## config.mk

```make
export PLATFORM = sky130hd
export DESIGN_NAME = hazard_ctrl
export DESIGN_NICKNAME = d
export VERILOG_FILES = /design/src/rtl/hazard_ctrl_pkg.sv /design/src/rtl/hazard_ctrl_fwd_sel.sv /design/src/rtl/hazard_ctrl.sv
export SDC_FILE = /design/constraint.sdc
export NUM_CORES = 1
export LEC_CHECK = 0
export ABC_AREA = 1
export CORE_ASPECT_RATIO = 2
export CORE_MARGIN = 8
export CORE_UTILIZATION = 30
export DETAILED_ROUTE_END_ITERATION = 16
export GPL_ROUTABILITY_DRIVEN = 0
export GPL_TIMING_DRIVEN = 1
export PLACE_DENSITY_LB_ADDON = 0.15
export SETUP_SLACK_MARGIN = 0.2
export SYNTH_ARGS = -nofsm -noshare
export SYNTH_HDL_FRONTEND = slang
export SYNTH_SLANG_ARGS = --single-unit
```

## constraint.sdc

```tcl
create_clock -name clk -period 4 [get_ports clk]
set_input_delay 0.8 -clock clk [delete_from_list [all_inputs] [get_ports clk]]
set_output_delay 0.8 -clock clk [all_outputs]
set_load 0.02 [all_outputs]
```

## src/rtl/hazard_ctrl_pkg.sv

```systemverilog
// Shared types and encodings for the pipeline hazard/forwarding controller.
// Covers the operand-select codes, FSM states and the bundled stage-control word.
package hazard_ctrl_pkg;

  localparam int unsigned REG_W = 5;

  typedef logic [REG_W-1:0] reg_idx_t;

  localparam logic [1:0] FWD_RF  = 2'b00;
  localparam logic [1:0] FWD_MEM = 2'b01;
  localparam logic [1:0] FWD_WB  = 2'b10;

  typedef enum logic [1:0] {
    HZ_RUN = 2'd0,
    HZ_LU  = 2'd1,
    HZ_MW  = 2'd2
  } hz_state_e;

  typedef struct packed {
    logic bubble_f;
    logic bubble_d;
    logic flush_d;
    logic bubble_e;
    logic flush_e;
    logic bubble_m;
    logic bubble_w;
  } hz_ctrl_t;

  localparam hz_ctrl_t CTRL_IDLE    = '0;
  localparam hz_ctrl_t CTRL_FREEZE  = '{bubble_f: 1'b1, bubble_d: 1'b1, flush_d: 1'b0,
                                        bubble_e: 1'b1, flush_e: 1'b0, bubble_m: 1'b1,
                                        bubble_w: 1'b1};
  localparam hz_ctrl_t CTRL_BRANCH  = '{bubble_f: 1'b0, bubble_d: 1'b0, flush_d: 1'b1,
                                        bubble_e: 1'b0, flush_e: 1'b1, bubble_m: 1'b0,
                                        bubble_w: 1'b0};
  localparam hz_ctrl_t CTRL_LOADUSE = '{bubble_f: 1'b1, bubble_d: 1'b1, flush_d: 1'b0,
                                        bubble_e: 1'b0, flush_e: 1'b1, bubble_m: 1'b0,
                                        bubble_w: 1'b0};

  // A load into x0 never creates a dependency.
  function automatic logic load_use(input logic is_load, input reg_idx_t rd,
                                    input reg_idx_t src1, input reg_idx_t src2);
    return is_load && (rd != '0) && ((rd == src1) || (rd == src2));
  endfunction

endpackage

```

## src/rtl/hazard_ctrl_fwd_sel.sv

```systemverilog
// Forwarding select for one EXE source operand.
// MEM result has priority over WB; x0 always reads the register file.
module fwd_sel
  import hazard_ctrl_pkg::*;
(
  input  logic [REG_W-1:0] src_i,
  input  logic [REG_W-1:0] rd_mem_i,
  input  logic             wen_mem_i,
  input  logic [REG_W-1:0] rd_wb_i,
  input  logic             wen_wb_i,
  output logic [1:0]       sel_o
);

  always_comb begin
    sel_o = FWD_RF;
    if (src_i != '0) begin
      if (wen_mem_i && (rd_mem_i == src_i)) begin
        sel_o = FWD_MEM;
      end else if (wen_wb_i && (rd_wb_i == src_i)) begin
        sel_o = FWD_WB;
      end
    end
  end

endmodule

```

## src/rtl/hazard_ctrl.sv

```systemverilog
// Pipeline hazard and forwarding controller: load-use stalls, branch flushes,
// memory-busy freeze, MEM/WB destination shadows and saturating event counters.
module hazard_ctrl
  import hazard_ctrl_pkg::*;
#(
  parameter int unsigned CNT_W = 32
) (
  input  logic             clk,
  input  logic             rstn,
  input  logic [4:0]       reg_src1_id,
  input  logic [4:0]       reg_src2_id,
  input  logic [4:0]       reg_src1_exe,
  input  logic [4:0]       reg_src2_exe,
  input  logic [4:0]       rd_exe,
  input  logic             reg_w_en_exe,
  input  logic             dm_r_en_exe,
  input  logic             br_taken_exe,
  input  logic             mem_busy,
  output logic [1:0]       rs_value_from,
  output logic [1:0]       rt_value_from,
  output logic             bubbleF,
  output logic             bubbleD,
  output logic             flushD,
  output logic             bubbleE,
  output logic             flushE,
  output logic             bubbleM,
  output logic             bubbleW,
  output logic [CNT_W-1:0] stall_cnt,
  output logic [CNT_W-1:0] flush_cnt
);

  hz_state_e         state_q, state_d;
  reg_idx_t          rd_mem_q, rd_wb_q;
  logic              wen_mem_q, wen_wb_q;
  logic [CNT_W-1:0]  stall_cnt_q, stall_cnt_d;
  logic [CNT_W-1:0]  flush_cnt_q, flush_cnt_d;
  hz_ctrl_t          ctrl;
  logic              lu;

  assign lu = load_use(dm_r_en_exe, rd_exe, reg_src1_id, reg_src2_id);

  // State register
  always_ff @(posedge clk or negedge rstn) begin
    if (!rstn) begin
      state_q <= HZ_RUN;
    end else begin
      state_q <= state_d;
    end
  end

  // Next-state logic
  always_comb begin
    state_d = HZ_RUN;
    if (mem_busy) begin
      state_d = HZ_MW;
    end else if (br_taken_exe) begin
      state_d = HZ_RUN;
    end else if (lu && (state_q == HZ_RUN)) begin
      state_d = HZ_LU;
    end
  end

  // Output logic; gated by rstn so a held reset also clears the combinational controls.
  always_comb begin
    ctrl = CTRL_IDLE;
    if (!rstn) begin
      ctrl = CTRL_IDLE;
    end else if (mem_busy) begin
      ctrl = CTRL_FREEZE;
    end else if (br_taken_exe) begin
      ctrl = CTRL_BRANCH;
    end else if (lu && (state_q == HZ_RUN)) begin
      ctrl = CTRL_LOADUSE;
    end
  end

  assign bubbleF = ctrl.bubble_f;
  assign bubbleD = ctrl.bubble_d;
  assign flushD  = ctrl.flush_d;
  assign bubbleE = ctrl.bubble_e;
  assign flushE  = ctrl.flush_e;
  assign bubbleM = ctrl.bubble_m;
  assign bubbleW = ctrl.bubble_w;

  // Shadows freeze on the same edges the frozen pipe registers hold, i.e. whenever
  // the next state is MW, keeping them aligned with the MEM/WB contents.
  always_ff @(posedge clk or negedge rstn) begin
    if (!rstn) begin
      rd_mem_q  <= '0;
      wen_mem_q <= 1'b0;
      rd_wb_q   <= '0;
      wen_wb_q  <= 1'b0;
    end else if (state_d != HZ_MW) begin
      rd_mem_q  <= rd_exe;
      wen_mem_q <= reg_w_en_exe;
      rd_wb_q   <= rd_mem_q;
      wen_wb_q  <= wen_mem_q;
    end
  end

  fwd_sel u_fwd_rs (
    .src_i     (reg_src1_exe),
    .rd_mem_i  (rd_mem_q),
    .wen_mem_i (wen_mem_q),
    .rd_wb_i   (rd_wb_q),
    .wen_wb_i  (wen_wb_q),
    .sel_o     (rs_value_from)
  );

  fwd_sel u_fwd_rt (
    .src_i     (reg_src2_exe),
    .rd_mem_i  (rd_mem_q),
    .wen_mem_i (wen_mem_q),
    .rd_wb_i   (rd_wb_q),
    .wen_wb_i  (wen_wb_q),
    .sel_o     (rt_value_from)
  );

  always_comb begin
    stall_cnt_d = stall_cnt_q;
    flush_cnt_d = flush_cnt_q;
    if (ctrl.bubble_f && (stall_cnt_q != '1)) begin
      stall_cnt_d = stall_cnt_q + 1'b1;
    end
    if (ctrl.flush_d && (flush_cnt_q != '1)) begin
      flush_cnt_d = flush_cnt_q + 1'b1;
    end
  end

  always_ff @(posedge clk or negedge rstn) begin
    if (!rstn) begin
      stall_cnt_q <= '0;
      flush_cnt_q <= '0;
    end else begin
      stall_cnt_q <= stall_cnt_d;
      flush_cnt_q <= flush_cnt_d;
    end
  end

  assign stall_cnt = stall_cnt_q;
  assign flush_cnt = flush_cnt_q;

endmodule

```

After elaboration in Yosys (flattened, before gate mapping). Index checks and enable logic that the tools add are counted.

Output and inout port bits: 75. Input bits: 31. Register bits after elaboration: 78. Logic and storage cells: 45.

Multiplexer cells: 13. Equality and inequality tests: 9. Reductions and logical operators: 14. $add $sub $neg: 2.

Operator list (count): 32-bit by 1-bit adder with 32-bit output, second input constant (2); 32-bit != test, second input constant (2); 5-bit equality test (6); 7-bit two-way mux (4); 5-bit nonzero test (3); 2-bit two-way mux (7); 1-bit logical AND (9); 2-bit logical NOT (1); 1-bit two-way mux (2); 2-bit != test, second input constant (1); 1-bit logical OR (1).

Logic depth before layout (Yosys ltp). Gate-level depths: netlist (run 1).

Depth after elaboration: 9. Depth in mapped cells: 13. Mapped depth without buffers: 13.

Modules after synthesis. Synthesis (run 1) repeated with hierarchy kept, for this count alone.

Cell total of the unflattened synthesis: 813. Area, all modules: 5331.4 um2.

By module, submodules not included: hazard_ctrl (cells an instance 705, seq. area each 1951.9 um2, area an instance 4873.4 um2, times used 1); fwd_sel (cells an instance 54, seq. area each 0.0 um2, area an instance 229.0 um2, times used 2).

Worst setup path after synthesis (run 1). Ideal clock, no wire load.

Path type: input to output. Start point: input rd_exe[4]. End point: output bubbleF. Arrival: 1769 ps. Setup slack: 1431 ps. Data required time: 3200 ps. Buffers on the path: 2. Cell stages on the path: 10. Cell sequence: inv_2 -> nand2_1 -> nand2_1 -> nor2_1 -> nand3_1 -> nand2_1 -> nand4_1 -> nand2_2 -> buf_2 -> buf_4.

Cells in the longest elaborated chain, start to end: 8. Elaborated cells on any way between the ends: 11. Classes of those cells: eq/ne (2); mux (4); reduce/logical (5).

RTL lines: start, declared (line hazard_ctrl.sv:14) `input logic [4:0] rd_exe,`; 5-bit equality test / 5-bit nonzero test (equally long branches) (line hazard_ctrl_pkg.sv:43) `return is_load && (rd != '0) && ((rd == src1) || (rd == src2));`; 1-bit logical OR / 1-bit logical AND (equally long branches) (line hazard_ctrl_pkg.sv:43); 1-bit logical AND * (line hazard_ctrl_pkg.sv:43); 1-bit logical AND * (line hazard_ctrl.sv:72) `end else if (lu && (state_q == HZ_RUN)) begin`; 7-bit two-way mux * (line hazard_ctrl.sv:72); 7-bit two-way mux * (line hazard_ctrl.sv:70) `end else if (br_taken_exe) begin`; 7-bit two-way mux * (line hazard_ctrl.sv:68) `end else if (mem_busy) begin`; 7-bit two-way mux * (line hazard_ctrl.sv:66) `if (!rstn) begin`; end, declared (line hazard_ctrl.sv:21) `output logic bubbleF,`.

Every way passes the cells marked *; elsewhere a longest branch is shown, timed or not.

Final worst setup path (run 1).
Start point: input rd_exe[1]. End point: output bubbleD.

Cells in the longest elaborated chain, start to end: 8. Elaborated cells on any way between the ends: 11. Classes of those cells: eq/ne (2); mux (4); reduce/logical (5).

RTL lines: 5-bit equality test / 5-bit nonzero test (equally long branches) (line hazard_ctrl_pkg.sv:43); 1-bit logical OR / 1-bit logical AND (equally long branches) (line hazard_ctrl_pkg.sv:43); 1-bit logical AND * (line hazard_ctrl_pkg.sv:43); 1-bit logical AND * (line hazard_ctrl.sv:72); 7-bit two-way mux * (line hazard_ctrl.sv:72); 7-bit two-way mux * (line hazard_ctrl.sv:70); 7-bit two-way mux * (line hazard_ctrl.sv:68); 7-bit two-way mux * (line hazard_ctrl.sv:66); end, declared (line hazard_ctrl.sv:22) `output logic bubbleD,`.

Marked as above.

==> impl_results.md, run 1 <==
* Clock tree from TritonCTS: done
* Number of global-route vias before repair at 4,988
* Wire length of the first global-routing pass at approximately 26,000 um
* Setup-failing EPs final at 0
* Endpoint of the worst register-to-register path: stall_cnt[29]
* Data required time at the worst endpoint at ~3.2 ns
* CP max stage cell: sky130_fd_sc_hd__clkdlybuf4s50_1
* Setup TNS at 0 ns
* Clock Latency Late Sink at 0.34 ns
* Share of final-layout standard cells stronger than drive strength 1 at 9.102%
* Antenna violations before repair at 1
* Buffers inserted by post-CTS timing repair at 0
* Setup Slack @ Placement at 0.4331 ns
* Peak fanout along the critical path at 4
* Pin count of the biggest net entering global routing at 50
* Worst path max stage delay at 0.69 ns
* H-tree Lvls at 3
* Die Footprint at 0.02168 sq mm
* Total power per unit cell area at 344.7 mW/mm^2
* Setup crit end kind: primary output
* Run status: complete, no violations
* Hold violation total from the final report at 0
* Clock tree root driver cell: sky130_fd_sc_hd__clkbuf_16
* Wirelength, routed at 16,370 um
* Critical Path, Cell by Cell: clkdlybuf4s50_1, inv_2, nand2_1, nand2_1, nor2_1, nand3_1, nand2_1, nand4_1, nand2_2, clkdlybuf4s50_1
* Leftover overflow at the end of global routing at 0
* Post-CTS Hold Fix Bufs at 0
* Logic depth of the worst register-to-register path at 9
* Minimum clock period after layout at 3.513 ns
* Placement row count at 67
* Number of distinct library cells after synthesis at 39
* Crit path top cell by count: sky130_fd_sc_hd__nand2_1
* Launching element type of the critical path: input port
* Max-slew violation count at 0
* Flop and latch count out of synthesis at 78
* TritonCTS buffer count at 9
* Warnings, synthesis at 0
* Path type of the worst setup path: in -> out
* I/O pin count at 106
* DR vias/cell at around 4.6
* Starting DRC count in detailed routing at 113
* Highest ir drop seen on vdd at 0.2085 mV
* Class of the tightest hold or removal check: in -> async
* Tightest Pin Transition at 0.5954 ns
* Area of the core region at about 0.017 sq mm
* Global Route Usage Sum at 15.50%
* Die outline height at 200.4 um
* R2R setup slack at 1.88 ns
* Top cell family by delay on the critical path: buffers and inverters
* Portion of the post-synthesis area used by sequential elements at 38.27%
* Detailed Routing Iterations Pass 1 at 5
* Remaining routing DRC violations at 0
* Horizontal die dimension at roughly 110 um
* Total clock sinks at 78
* Static leakage at 3.003 nW
* Post-synthesis to final-layout area growth at 29.83%
* Slack of the critical path at 0.4874 ns
* Total number of vias at 4,797
* CP arrival at 2.71 ns
* Syn Inst Count at 714
* Post-synthesis cell area at 0.005100 sq mm
* RSZ-0062 raised after global routing: false
* Cts repair resizes at 0
* Max Clock Skew at 0.006736 ns
* Final HPWL DP at 12,990 um
* Count of buffering cells on the critical path with inverters included at 3
* Number of input and output port buffers inserted at 105
* Net count after synthesis at 747
* Mean post-synth cell area at 7.143 sq um
* Worst slew slack as a fraction of its limit at 60.00%
* Maximum clock rate at 0.2847 GHz
* Final clock period utilization by the worst path at 87.82%
* Routed Antenna Nets at 0
* Number of max-cap violations at 0
* Clock-pin transition on the worst setup and hold timing paths at 0.07 ns
* Max clock buf depth at 2
* Wire per inst at between 15 and 20 um
* Effective utilization at floorplan at a little under a third
* Number of nets in the layout at 852
* Critical R2R Launch: stall_cnt[0]
[Yosys cell counts (all sizes together)]
master / instances / area (sq um)
a211oi: 2 / 15.01
a21boi: 1 / 11.26
a21oi: 2 / 10.01
and3: 1 / 6.260
buf: 14 / 123.9
clkbuf: 2 / 7.510
clkinv: 3 / 11.26
dfrtp: 78 / 1952
ha: 2 / 25.02
inv: 88 / 332.8
nand2: 257 / 992.2
nand3: 55 / 357.8
nand3b: 5 / 37.54
nand4: 14 / 87.58
nor2: 83 / 336.6
nor2b: 1 / 6.260
nor3: 21 / 136.4
nor3b: 1 / 7.510
nor4: 6 / 37.54
o2111ai: 1 / 8.760
o211ai: 2 / 15.01
o21ai: 18 / 90.09
o22ai: 3 / 18.77
xnor2: 15 / 131.4
xor2: 39 / 341.6
[worst max-delay path by stage]
stage,from,endpoint,depth (start not counted)
final,rd_exe[1],bubbleD,10
after CTS,rd_exe[4],bubbleD,10
after global placement,rd_exe[0],bubbleD,10
after detailed placement,rd_exe[4],bubbleD,10
after global routing,rd_exe[4],bubbleD,10
after floorplan,rd_exe[4],bubbleF,10
[routing by layer]
| metal | vias to the layer above | global-route usage, % | routed length, um |
|---|---|---|---|
| li1 | 2443 | - | - |
| met1 | 2251 | 13.99 | 5592 |
| met2 | 81 | 31.46 | 9829 |
| met3 | 22 | 2.797 | 590 |
| met4 | 0 | 5.841 | 353 |
| met5 | - | 0 | 0 |
[layout by cell type, fill, tap and decap left out, types with 2 or more instances in the layout]
cell type / n
sky130_fd_sc_hd__dfrtp_1: 78
sky130_fd_sc_hd__clkinvlp_4: 2
sky130_fd_sc_hd__nand2_2: 8
sky130_fd_sc_hd__a211oi_1: 2
sky130_fd_sc_hd__nor3_1: 16
sky130_fd_sc_hd__inv_1: 73
sky130_fd_sc_hd__nand3b_1: 5
sky130_fd_sc_hd__nand3_2: 14
sky130_fd_sc_hd__o22ai_1: 3
sky130_fd_sc_hd__o211ai_1: 2
sky130_fd_sc_hd__nand4_1: 14
sky130_fd_sc_hd__buf_4: 6
sky130_fd_sc_hd__o21ai_0: 12
sky130_fd_sc_hd__ha_1: 2
sky130_fd_sc_hd__nor3_2: 4
sky130_fd_sc_hd__nor4_1: 6
sky130_fd_sc_hd__inv_2: 14
sky130_fd_sc_hd__clkinv_1: 3
sky130_fd_sc_hd__nor2_1: 75
sky130_fd_sc_hd__clkbuf_16: 9
sky130_fd_sc_hd__nand3_1: 40
sky130_fd_sc_hd__clkdlybuf4s50_1: 104
sky130_fd_sc_hd__xor2_1: 39
sky130_fd_sc_hd__nor2_2: 7
sky130_fd_sc_hd__inv_6: 3
sky130_fd_sc_hd__xnor2_1: 15
sky130_fd_sc_hd__nand2_1: 248
sky130_fd_sc_hd__o21ai_1: 6
sky130_fd_sc_hd__a21oi_1: 2
[state kept, by name, indices dropped and copies added, names as in the netlist]
register   cells
flush_cnt     32
stall_cnt     32
rd_mem_q       5
rd_wb_q        5
state_q        2
wen_mem_q      1
wen_wb_q       1
[worst register-to-register path, cell delays in order, from the launching register on]
cell and delay (ns):
sky130_fd_sc_hd__dfrtp_1 0.41, sky130_fd_sc_hd__ha_1 0.22, sky130_fd_sc_hd__nand3_2 0.13, sky130_fd_sc_hd__inv_1 0.12, sky130_fd_sc_hd__nand3_2 0.10, sky130_fd_sc_hd__nor2_2 0.14
sky130_fd_sc_hd__nand3_4 0.32, sky130_fd_sc_hd__nand2_2 0.45, sky130_fd_sc_hd__nand2_1 0.10, sky130_fd_sc_hd__nand2_1 0.07
[power by group]
group	switching (mW)	internal [mW]	total (mW)	leakage (nW)
clock	0.369	0.492	0.861	0.143
combinational	0.268	0.207	0.475	1.83
sequential	0.0904	0.856	0.946	1.03
total	0.728	1.55	2.28	3.00
[logic make-up (layout without fill, tap and decap cells)]
kind of cell               Yosys count  in the layout  share of synthesized area (%)
xor gates and xnor gates            54             54                          9.274
buffers and inverters              107            217                          9.323
other                                0              1                              0
adders and majority gates            2              2                         0.4906
and+or+nand+nor                    444            444                          39.33
AOI/OAI and AO/OA                   29             29                          3.312
DFF                                 78             78                          38.27
[cell type report]
type	count	area, sq um
Clock buffer	9	225.2
Timing Repair Buffer	110	1086
Tap cell	207	259.0
Inverter	91	344.1
Multi-Input combinational cell	529	2673
Antenna cell	1	2.502
Fill cell	1766	10060
Sequential cell	78	1952
Clock inverter	7	80.08
[stage by stage]
step | power [mW] | area [sq um] | cells | utilization (%) | hold WS, ns
6_report | 2.283 | 6621 | 1032 | 39.69 | 0.2691
3_5_place_dp | 1.443 | 6314 | 1015 | 37.85 | 0.5131
3_3_place_gp | 1.447 | 6314 | 1015 | 37.85 | 0.5114
4_1_cts | 2.326 | 6619 | 1031 | 39.68 | 0.2571
2_1_floorplan | 1.201 | 5100 | 714 | - | 0.4723
5_1_grt | 2.396 | 6621 | 1032 | 39.69 | 0.2577
Note: power is estimated with default switching activity, not from simulation.
==> inputs of run 2 (changes only) <==
--- a/config.mk
+++ b/config.mk
@@ -7,7 +7,7 @@
 export LEC_CHECK = 0
 export ABC_AREA = 1
 export CORE_ASPECT_RATIO = 2
-export CORE_MARGIN = 8
+export CORE_MARGIN = 2
 export CORE_UTILIZATION = 30
 export DETAILED_ROUTE_END_ITERATION = 16
 export GPL_ROUTABILITY_DRIVEN = 0
==> run 2 against run 1 <==
Effect of this change: sequential share of layout area is 0.084 points higher; register-to-register slack worse by 0.04 ns; utilization is 0.11 points lower; die area is 16% lower; clock skew is 0.0031 ns higher; count of clock-buffer cells in the layout stayed put; non-clock buffer count is 2 lower; power is 1.2% lower; design area is 0.28% lower; global-route usage is 2.1 points higher.
==> impl_results.md, run 2 (synthesis results as in run 1) <==
* End-of-flow core utilization at between 30% and 40%
* Max clock buf depth at 2
* Buffers inserted by post-CTS timing repair at 0
* Final HPWL DP at 12,010 um
* Endpoint of the worst register-to-register path: stall_cnt[16]
* Data required time at the worst endpoint at 3.20 ns
* Wire length of the first global-routing pass at 24,300 um
* Static leakage at 3.024 nW
* Share of final-layout standard cells stronger than drive strength 1 at 8.881%
* Die outline height at 188.4 um
* Number of max-cap violations at 0
* Routed Antenna Nets at 0
* Placement row count at 67
* CP arrival at 2.74 ns
* Setup Slack @ Placement at 0.2985 ns
* Fill cell total of the finished layout at 1,772
* Start point of the critical path: reg_src2_exe[0]
* Die Footprint at between 0.015 and 0.02 sq mm
* Minimum clock period after layout at between 3 and 4 ns
* Wire per inst at roughly 15 um
* Total clock sinks at 78
* Commonest cells after routing, fill and taps aside: sky130_fd_sc_hd__nand2_1 (248), sky130_fd_sc_hd__clkdlybuf4s50_1 (102), sky130_fd_sc_hd__dfrtp_1 (78), sky130_fd_sc_hd__nor2_1 (75), sky130_fd_sc_hd__inv_1 (73)
* Slack of the critical path at about 0.46 ns
* Clock-pin transition on the worst setup and hold timing paths at 0.06 ns
* Global Route Usage Sum at around 18%
* Clock tree root driver cell: sky130_fd_sc_hd__clkbuf_16
* Placement Cell Area at 0.006299 sq mm
* DR vias/cell at about 4.6
* Total chip power at 2.256 mW
* H-tree Lvls at 3
* Pin count of the biggest net entering global routing at 60
* Max-slew violation count at 0
* RSZ-0062 raised after global routing: false
* Clock Latency Late Sink at between 0.3 and 0.4 ns
* TritonCTS buffer count at 9
* Number of input and output port buffers inserted at about 110
* Starting DRC count in detailed routing at 163
* Last element of the critical path: rt_value_from[0]
* Leading cell type in the layout, fill and taps excluded: sky130_fd_sc_hd__nand2_1
* Total number of vias at 4,733
* R2R setup slack at 1.84 ns
* Setup TNS at 0 ns
* Wirelength, routed at between 15,000 and 20,000 um
* Final clock period utilization by the worst path at 88.60%
* Post-CTS Hold Fix Bufs at 0
* Number of global-route vias before repair at 4,894
* Launching element type of the critical path: input port
* Area of the core region at 0.01668 sq mm
* Max Clock Skew at 0.009849 ns
* Setup crit end kind: primary output
* Cts repair resizes at 0
* Logic depth of the worst register-to-register path at 9
* Class of the tightest hold or removal check: in -> async
* Clock tree from TritonCTS: done
* Post-synthesis to final-layout area growth at 29.47%
* Tightest Pin Transition at ~0.80 ns
* Hold violation total from the final report at 0
* Highest ir drop seen on vdd at 0.1907 mV
* Total power per unit cell area at 341.7 mW/mm^2
* I/O pin count at between 100 and 150
* Effective utilization at floorplan at 30.57%
* Peak fanout along the critical path at 4
* Antenna diode instance count at 0
* Design area at 0.006603 sq mm
* Remaining routing DRC violations at 0
* Number of nets in the layout at 850
* Horizontal die dimension at 96.20 um
* Leftover overflow at the end of global routing at 0
* Worst slew slack as a fraction of its limit at a little under half
* Run status: complete, no violations
* Antenna violations before repair at 0
* Critical R2R Launch: stall_cnt[1]
* Detailed Routing Iterations Pass 1 at 4
* Setup-failing EPs final at 0
* Path type of the worst setup path: in -> out
* Maximum clock rate at between 0.2 and 0.3 GHz
-- run 2: final cells by class --
type | instances | area, sq um | area share [%]
multi-input combinational | 529 | 2673 | 40.48
inverter | 91 | 344.1 | 5.211
tap | 207 | 259.0 | 3.923
timing repair buffer | 108 | 1076 | 16.30
clock buffer | 9 | 225.2 | 3.411
clock inverter | 7 | 73.82 | 1.118
sequential | 78 | 1952 | 29.56
-- run 2: where the power goes --
| group | internal, mW | switching (mW) |
|---|---|---|
| registers | 0.856 | 0.0920 |
| clock network | 0.486 | 0.352 |
| logic | 0.206 | 0.264 |
| total | 1.55 | 0.708 |
-- run 2: through the flow --
| stage | hold WS, ns | cells |
|---|---|---|
| final | 0.3458 | 1029 |
| after global routing | 0.3538 | 1029 |
| after CTS | 0.3474 | 1029 |
| after detailed placement | 0.5149 | 1013 |
| after global placement | 0.5095 | 1013 |
| after floorplan | 0.4723 | 714 |
-- run 2: metal layers --
layer,global-route usage (%),wire (um),up-vias
met5,0,0,-
met4,6.374,446,0
met3,3.239,484,27
met2,36.00,9219,92
met1,16.05,5195,2186
li1,-,-,2428
-- run 2: worst max-delay path: stages --
cell and delay [ns]:
sky130_fd_sc_hd__clkdlybuf4s50_1 0.51, sky130_fd_sc_hd__nand2_1 0.10, sky130_fd_sc_hd__o21ai_0 0.07, sky130_fd_sc_hd__nor2_1 0.09, sky130_fd_sc_hd__o211ai_1 0.10, sky130_fd_sc_hd__nor4_1 0.25, sky130_fd_sc_hd__nor2b_1 0.20, sky130_fd_sc_hd__clkdlybuf4s50_1 0.62
-- run 2: worst min path at each step --
stage | start | endpoint | slack, ns | cells after the start
2_1_floorplan | rd_mem_q[3] | rd_mem_q[3] | 0.47 | 2
3_3_place_gp | flush_cnt[20] | flush_cnt[20] | 0.51 | 1
3_5_place_dp | rd_mem_q[3] | rd_mem_q[3] | 0.51 | 2
4_1_cts | rstn | rd_mem_q[4] | 0.35 | 1
5_1_grt | rstn | rd_mem_q[2] | 0.35 | 1
6_report | rstn | rd_wb_q[4] | 0.35 | 1
==> inputs of run 3 (changes only) <==
--- a/config.mk
+++ b/config.mk
@@ -10,7 +10,6 @@
 export CORE_MARGIN = 2
 export CORE_UTILIZATION = 30
 export DETAILED_ROUTE_END_ITERATION = 16
-export GPL_ROUTABILITY_DRIVEN = 0
 export GPL_TIMING_DRIVEN = 1
 export PLACE_DENSITY_LB_ADDON = 0.15
 export SETUP_SLACK_MARGIN = 0.2
==> results of run 3 <==
The final DEF is identical to that of run 2; final timing and power are the same.
